--- src/rtl/regfile_wb_arbiter.sv ---
// Write-port arbiter for the MIPS register file: post-reset zero sweep, then
// writeback-over-MDU fixed priority with a starvation-driven pipeline stall request.
module regfile_wb_arbiter #(
  parameter int unsigned STARVE_LIMIT = 4,
  parameter bit          CLEAR_EN     = 1'b1
) (
  input  logic        clock,
  input  logic        reset,
  input  logic        wb_en,
  input  logic [4:0]  wb_addr,
  input  logic [31:0] wb_data,
  input  logic        mdu_valid,
  input  logic [4:0]  mdu_addr,
  input  logic [31:0] mdu_data,
  output logic        mdu_ready,
  output logic        rf_we,
  output logic [4:0]  rf_waddr,
  output logic [31:0] rf_wdata,
  output logic        pipe_stall,
  output logic        init_done,
  output logic        err_wb_drop
);

  typedef enum logic {S_CLEAR, S_RUN} state_t;

  localparam logic [3:0] STALL_AT = 4'(STARVE_LIMIT - 1);

  state_t      state_q, state_d;
  logic [4:0]  clr_addr_q, clr_addr_d;
  logic [3:0]  starve_cnt_q, starve_cnt_d;
  logic        pipe_stall_q, pipe_stall_d;
  logic        init_done_q, init_done_d;
  logic        err_wb_drop_q, err_wb_drop_d;

  always_comb begin
    state_d       = state_q;
    clr_addr_d    = clr_addr_q;
    starve_cnt_d  = starve_cnt_q;
    pipe_stall_d  = pipe_stall_q;
    init_done_d   = init_done_q;
    err_wb_drop_d = err_wb_drop_q;
    rf_we         = 1'b0;
    rf_waddr      = '0;
    rf_wdata      = '0;
    mdu_ready     = 1'b0;

    if (reset) begin
      state_d       = CLEAR_EN ? S_CLEAR : S_RUN;
      clr_addr_d    = 5'd1;
      starve_cnt_d  = '0;
      pipe_stall_d  = 1'b0;
      init_done_d   = ~CLEAR_EN;
      err_wb_drop_d = 1'b0;
    end else begin
      case (state_q)
        S_CLEAR: begin
          rf_we      = 1'b1;
          rf_waddr   = clr_addr_q;
          clr_addr_d = clr_addr_q + 5'd1;
          if (wb_en) err_wb_drop_d = 1'b1;
          if (clr_addr_q == 5'd31) begin
            state_d     = S_RUN;
            init_done_d = 1'b1;
          end
        end
        S_RUN: begin
          // A writeback to r0 is discarded and hands its slot to the MDU.
          if (wb_en && wb_addr != '0) begin
            rf_we    = 1'b1;
            rf_waddr = wb_addr;
            rf_wdata = wb_data;
          end else begin
            mdu_ready = 1'b1;
            if (mdu_valid) begin
              rf_we    = (mdu_addr != '0);
              rf_waddr = mdu_addr;
              rf_wdata = mdu_data;
            end
          end

          if (mdu_valid && !mdu_ready) begin
            if (starve_cnt_q != 4'hF) starve_cnt_d = starve_cnt_q + 4'd1;
            if (starve_cnt_q == STALL_AT) pipe_stall_d = 1'b1;
          end else begin
            starve_cnt_d = '0;
          end
          if (mdu_valid && mdu_ready) pipe_stall_d = 1'b0;
        end
      endcase
    end
  end

  always_ff @(posedge clock) begin
    state_q       <= state_d;
    clr_addr_q    <= clr_addr_d;
    starve_cnt_q  <= starve_cnt_d;
    pipe_stall_q  <= pipe_stall_d;
    init_done_q   <= init_done_d;
    err_wb_drop_q <= err_wb_drop_d;
  end

  assign pipe_stall  = pipe_stall_q;
  assign init_done   = init_done_q;
  assign err_wb_drop = err_wb_drop_q;

endmodule
--- config.mk ---
export PLATFORM = sky130hd
export DESIGN_NAME = regfile_wb_arbiter
export DESIGN_NICKNAME = d
export VERILOG_FILES = /design/src/rtl/regfile_wb_arbiter.sv
export SDC_FILE = /design/constraint.sdc
export NUM_CORES = 1
export LEC_CHECK = 0
export CAP_MARGIN = 20
export CORE_ASPECT_RATIO = 0.7
export CORE_UTILIZATION = 33
export CTS_CLUSTER_DIAMETER = 100
export DETAILED_ROUTE_END_ITERATION = 10
export GPL_TIMING_DRIVEN = 0
export PLACE_DENSITY = 0.87
export SKIP_LAST_GASP = 1
export SLEW_MARGIN = 20
export SYNTH_ARGS = -nofsm -noshare
export SYNTH_HDL_FRONTEND = slang
export SYNTH_SLANG_ARGS = --single-unit
--- constraint.sdc ---
create_clock -name clock -period 3.3 [get_ports clock]
set_input_delay 0.495 -clock clock [delete_from_list [all_inputs] [get_ports clock]]
set_output_delay 0.495 -clock clock [all_outputs]
set_load 0.02 [all_outputs]
==> results.toml <==
[critical_path]
timing.critical_path.slowest_cell_delay_ps = 560
critical_path_peak_fanout = 10
critical-path-slowest-cell = "sky130_fd_sc_hd__or4_4"
worstSetupPathType = "primary input to output port"
cp.required_ps = 2800
path_cells = "clkdlybuf4s50_1, or4_4, o21ai_2, buf_4, buf_6, nand3_1, a21oi_1, dlygate4sd2_1"
type_of_element_launching_the_critical_path = "primary input"
worst_setup_path_end_kind = "output port"
worstPathArrival_ps = 2610
setup_slack_reg_to_reg_ps = 1910

[timing]
grt_setup_unrepaired = "false"
setup_slack_ps = 191.8
fmaxAchievable_ghz = 0.3217
final_hold_viol_count = 0
layout_worst_path_cycle_share = 0.9419
final-max-slew-violation-count = 0
report.final.setup_viol = 0
worst_slew_margin_rel = 0.6508
max_slew.worst_pin.slew_ps = 523.9
skew_ps = 7.576
finalWorstPathRequiredPeriod_ps = 3108

[logic_synthesis]
yosysWarningCount = 0
synth_edf_count = 0
post-synth-top-area-cell = "sky130_fd_sc_hd__dfxtp_1"
synthAdderAreaFrac = 0.02991
netlist_area_um2 = 1255
synth.distinct_cells = 32
yosys.area_share.simple = 0.3509
synth_fp_nets = 279
syn_inst = 198
synth_largest_type_area_fraction = 0.2074
netlist_top_cells_area = "sky130_fd_sc_hd__dfxtp_1, sky130_fd_sc_hd__a21oi_1, sky130_fd_sc_hd__nand3_1"
synth_top_flop_cell = "sky130_fd_sc_hd__dfxtp_1"
synth_compound_area_frac = 0.2682
synth_async_sr_flop_share = 0
synth_seq_cells = 13
mux_contribution_to_synthesized_area = 0.03190
main_combinational_cell_family_by_area_after_synthesis = "simple AND/OR/NAND/NOR gates"
synth.yosys.seq_area_share = 0.2074
synth-xor-area-share = 0.02792
postSynthAreaPerCell_um2 = 6.338

[global_route]
grtUsageTotal = 0.2375
grt_pass1_wl_um = 7272
antenna_violations_before_repair = 0
first_global_vias = 1582
grt_start_max_net_pins = 11
gr-total-overflow = 0

[pwr]
power.leakage_uw = 0.001370
switching_share_of_total_power = 0.2848
pwr-share-seq = 0.336
share_clk_of_total_power = 0.292
power-per-cell-area_nw_per_um2 = 195.4
power.switching_uw = 143.0
power.internal_uw = 359.2
vdd_drop_max_mv = 0.1524
power.combinational.fraction = 0.372

[cts]
cts_num_sinks = 13
cts.path.max_buffers = 2
clk_transition_reported_paths_ps = 60
tritoncts = "built"
ctsResizeCount = 16
clk_latency_ps = 250
cts.hold.buffers_added = 0
cts-buffers-inserted = 3
cts_setup_buffers = 0
htree_levels = 1
root_buffer = "sky130_fd_sc_hd__clkbuf_8"

[place]
dp.final_hpwl_um = 3902
postPlaceCellArea_um2 = 2489
worst_setup_slack_after_placement_ps = -88.08
gpl.final_weighted_congestion = 0.7730
port-buffer-count = 117

[detailed_routing]
drt-initial-drc-count = 103
dr.pass1.iters = 4
drt.antenna.violating_nets = 0
route.detailed.drc = 0
totalWireLength_um = 5261
routed_via_density = 5.230
routed-via-count = 1930
routedWlPerCell_um = 14.26

[die]
die_width_um = 75.71
design.die.area_um2 = 4057
rows = 18
start_util = 0.3505
dieHeight_um = 53.60
pin_count = 120
core_area_um2 = 3581

[layout]
final_nets = 401
flow.area_growth_from_synthesis_pct = 104.8
post_route_cells_drive_above_1_share = 0.04702
multi_input_area_um2 = 889.6
antenna-diode-count = 0
stdcell_area_um2 = 2570
seqCellArea_um2 = 260.3
layout.filler_cells = 319

[hold_path]
holdCritPathClass = "register to register"

[flow_run]
max-cap-violations = 0

[outcome]
status = "finished, final reports clean"
## area by class of cell
class / instances / share of cell area
Clock inverter: 1 / 0.001947
Clock buffer: 3 / 0.01607
Buffer: 22 / 0.03944
Sequential cell: 13 / 0.1013
Inverter: 1 / 0.001461
Tap cell: 50 / 0.02434
Multi-Input combinational cell: 162 / 0.3462
Timing Repair Buffer: 117 / 0.4693
## synth_stat cells, types with 2 or more instances
master and instances:
sky130_fd_sc_hd__dfxtp_1 13, sky130_fd_sc_hd__nand2b_1 4, sky130_fd_sc_hd__xnor2_1 2, sky130_fd_sc_hd__ha_1 3, sky130_fd_sc_hd__mux2i_1 4, sky130_fd_sc_hd__nand3_1 35
sky130_fd_sc_hd__a32oi_1 5, sky130_fd_sc_hd__clkbuf_1 9, sky130_fd_sc_hd__a211oi_1 7, sky130_fd_sc_hd__nor2_1 17, sky130_fd_sc_hd__xor2_1 2, sky130_fd_sc_hd__nand2_1 33
sky130_fd_sc_hd__a21oi_1 35, sky130_fd_sc_hd__buf_1 5, sky130_fd_sc_hd__buf_2 6, sky130_fd_sc_hd__and3_1 2
## path summary, 6_finish.rpt
path | start | endpoint | cells after the start
max | wb_addr[0] | rf_wdata[20] | 8
min | init_done$_SDFFE_PP0P_ | init_done$_SDFFE_PP0P_ | 2
max reg2reg | state_q$_SDFF_PP0_ | pipe_stall$_SDFFE_PP0P_ | 3
min reg2reg | init_done$_SDFFE_PP0P_ | init_done$_SDFFE_PP0P_ | 2
## per-layer routing
layer	wire [um]	global-route usage	up-vias	part of all wire
met3	512	0.06929	0	0.097
met2	2500	0.4092	85	0.48
met5	0	0	-	0
met1	2248	0.3115	899	0.43
met4	0	0.009259	0	0
li1	-	-	946	-
## stage by stage
stage	util	setup TNS (ps)	hold slack, ps	cells	total power, uW
4_1_cts	0.7023	0	485.9	369	501.8
2_1_floorplan	-	0	465.3	198	242.6
5_1_grt	0.7177	0	528.6	369	526.8
3_3_place_gp	0.6950	-655.7	452.7	365	356.4
6_report	0.7177	0	478.2	369	502.2
3_5_place_dp	0.6950	-872.2	459.2	365	359.5
## cells by family after synthesis
| logic type | after synthesis |
|---|---|
| and+or+nand+nor | 96 |
| AOI/OAI and AO/OA | 55 |
| buffers and inverters | 23 |
| DFF | 13 |
| xor gates and xnor gates | 4 |
| muxes | 4 |
| adders and majority gates | 3 |
## worst max-delay path, delay by kind of cell
kind	cells	cell delay, ps
buffers and inverters	4	1150
and+or+nand+nor	2	640
AOI/OAI and AO/OA	2	330
## sequential cells by signal, indices dropped and copies added (netlist names)
name	count
clr_addr_q	5
pipe_stall	1
state_q	1
starve_cnt_q	4
init_done	1
err_wb_drop	1
## placed cells by master (no fill, tap or decap), types with 2 or more instances in the layout
cell type	count
sky130_fd_sc_hd__a21oi_1	35
sky130_fd_sc_hd__dlygate4sd2_1	16
sky130_fd_sc_hd__mux2i_1	4
sky130_fd_sc_hd__nand2_1	33
sky130_fd_sc_hd__clkdlybuf4s50_1	79
sky130_fd_sc_hd__nor2_1	17
sky130_fd_sc_hd__a32oi_1	5
sky130_fd_sc_hd__xnor2_1	2
sky130_fd_sc_hd__clkbuf_1	9
sky130_fd_sc_hd__dfxtp_1	13
sky130_fd_sc_hd__dlymetal6s2s_1	22
sky130_fd_sc_hd__buf_1	5
sky130_fd_sc_hd__clkbuf_8	3
sky130_fd_sc_hd__nand3_1	35
sky130_fd_sc_hd__xor2_1	2
sky130_fd_sc_hd__nand2b_1	4
sky130_fd_sc_hd__and3_1	2
sky130_fd_sc_hd__ha_1	3
sky130_fd_sc_hd__buf_2	6
sky130_fd_sc_hd__a211oi_1	7
## power groups by stage
stage | Combinational (uW) | Clock, uW | Sequential, uW
CTS | 186 | 147 | 169
global route | 204 | 153 | 170
finish | 187 | 146 | 169
global placement | 185 | 0 | 172
detailed placement | 188 | 0 | 172
floorplan | 70.7 | 0 | 172
(Power assumes the default switching activity.)
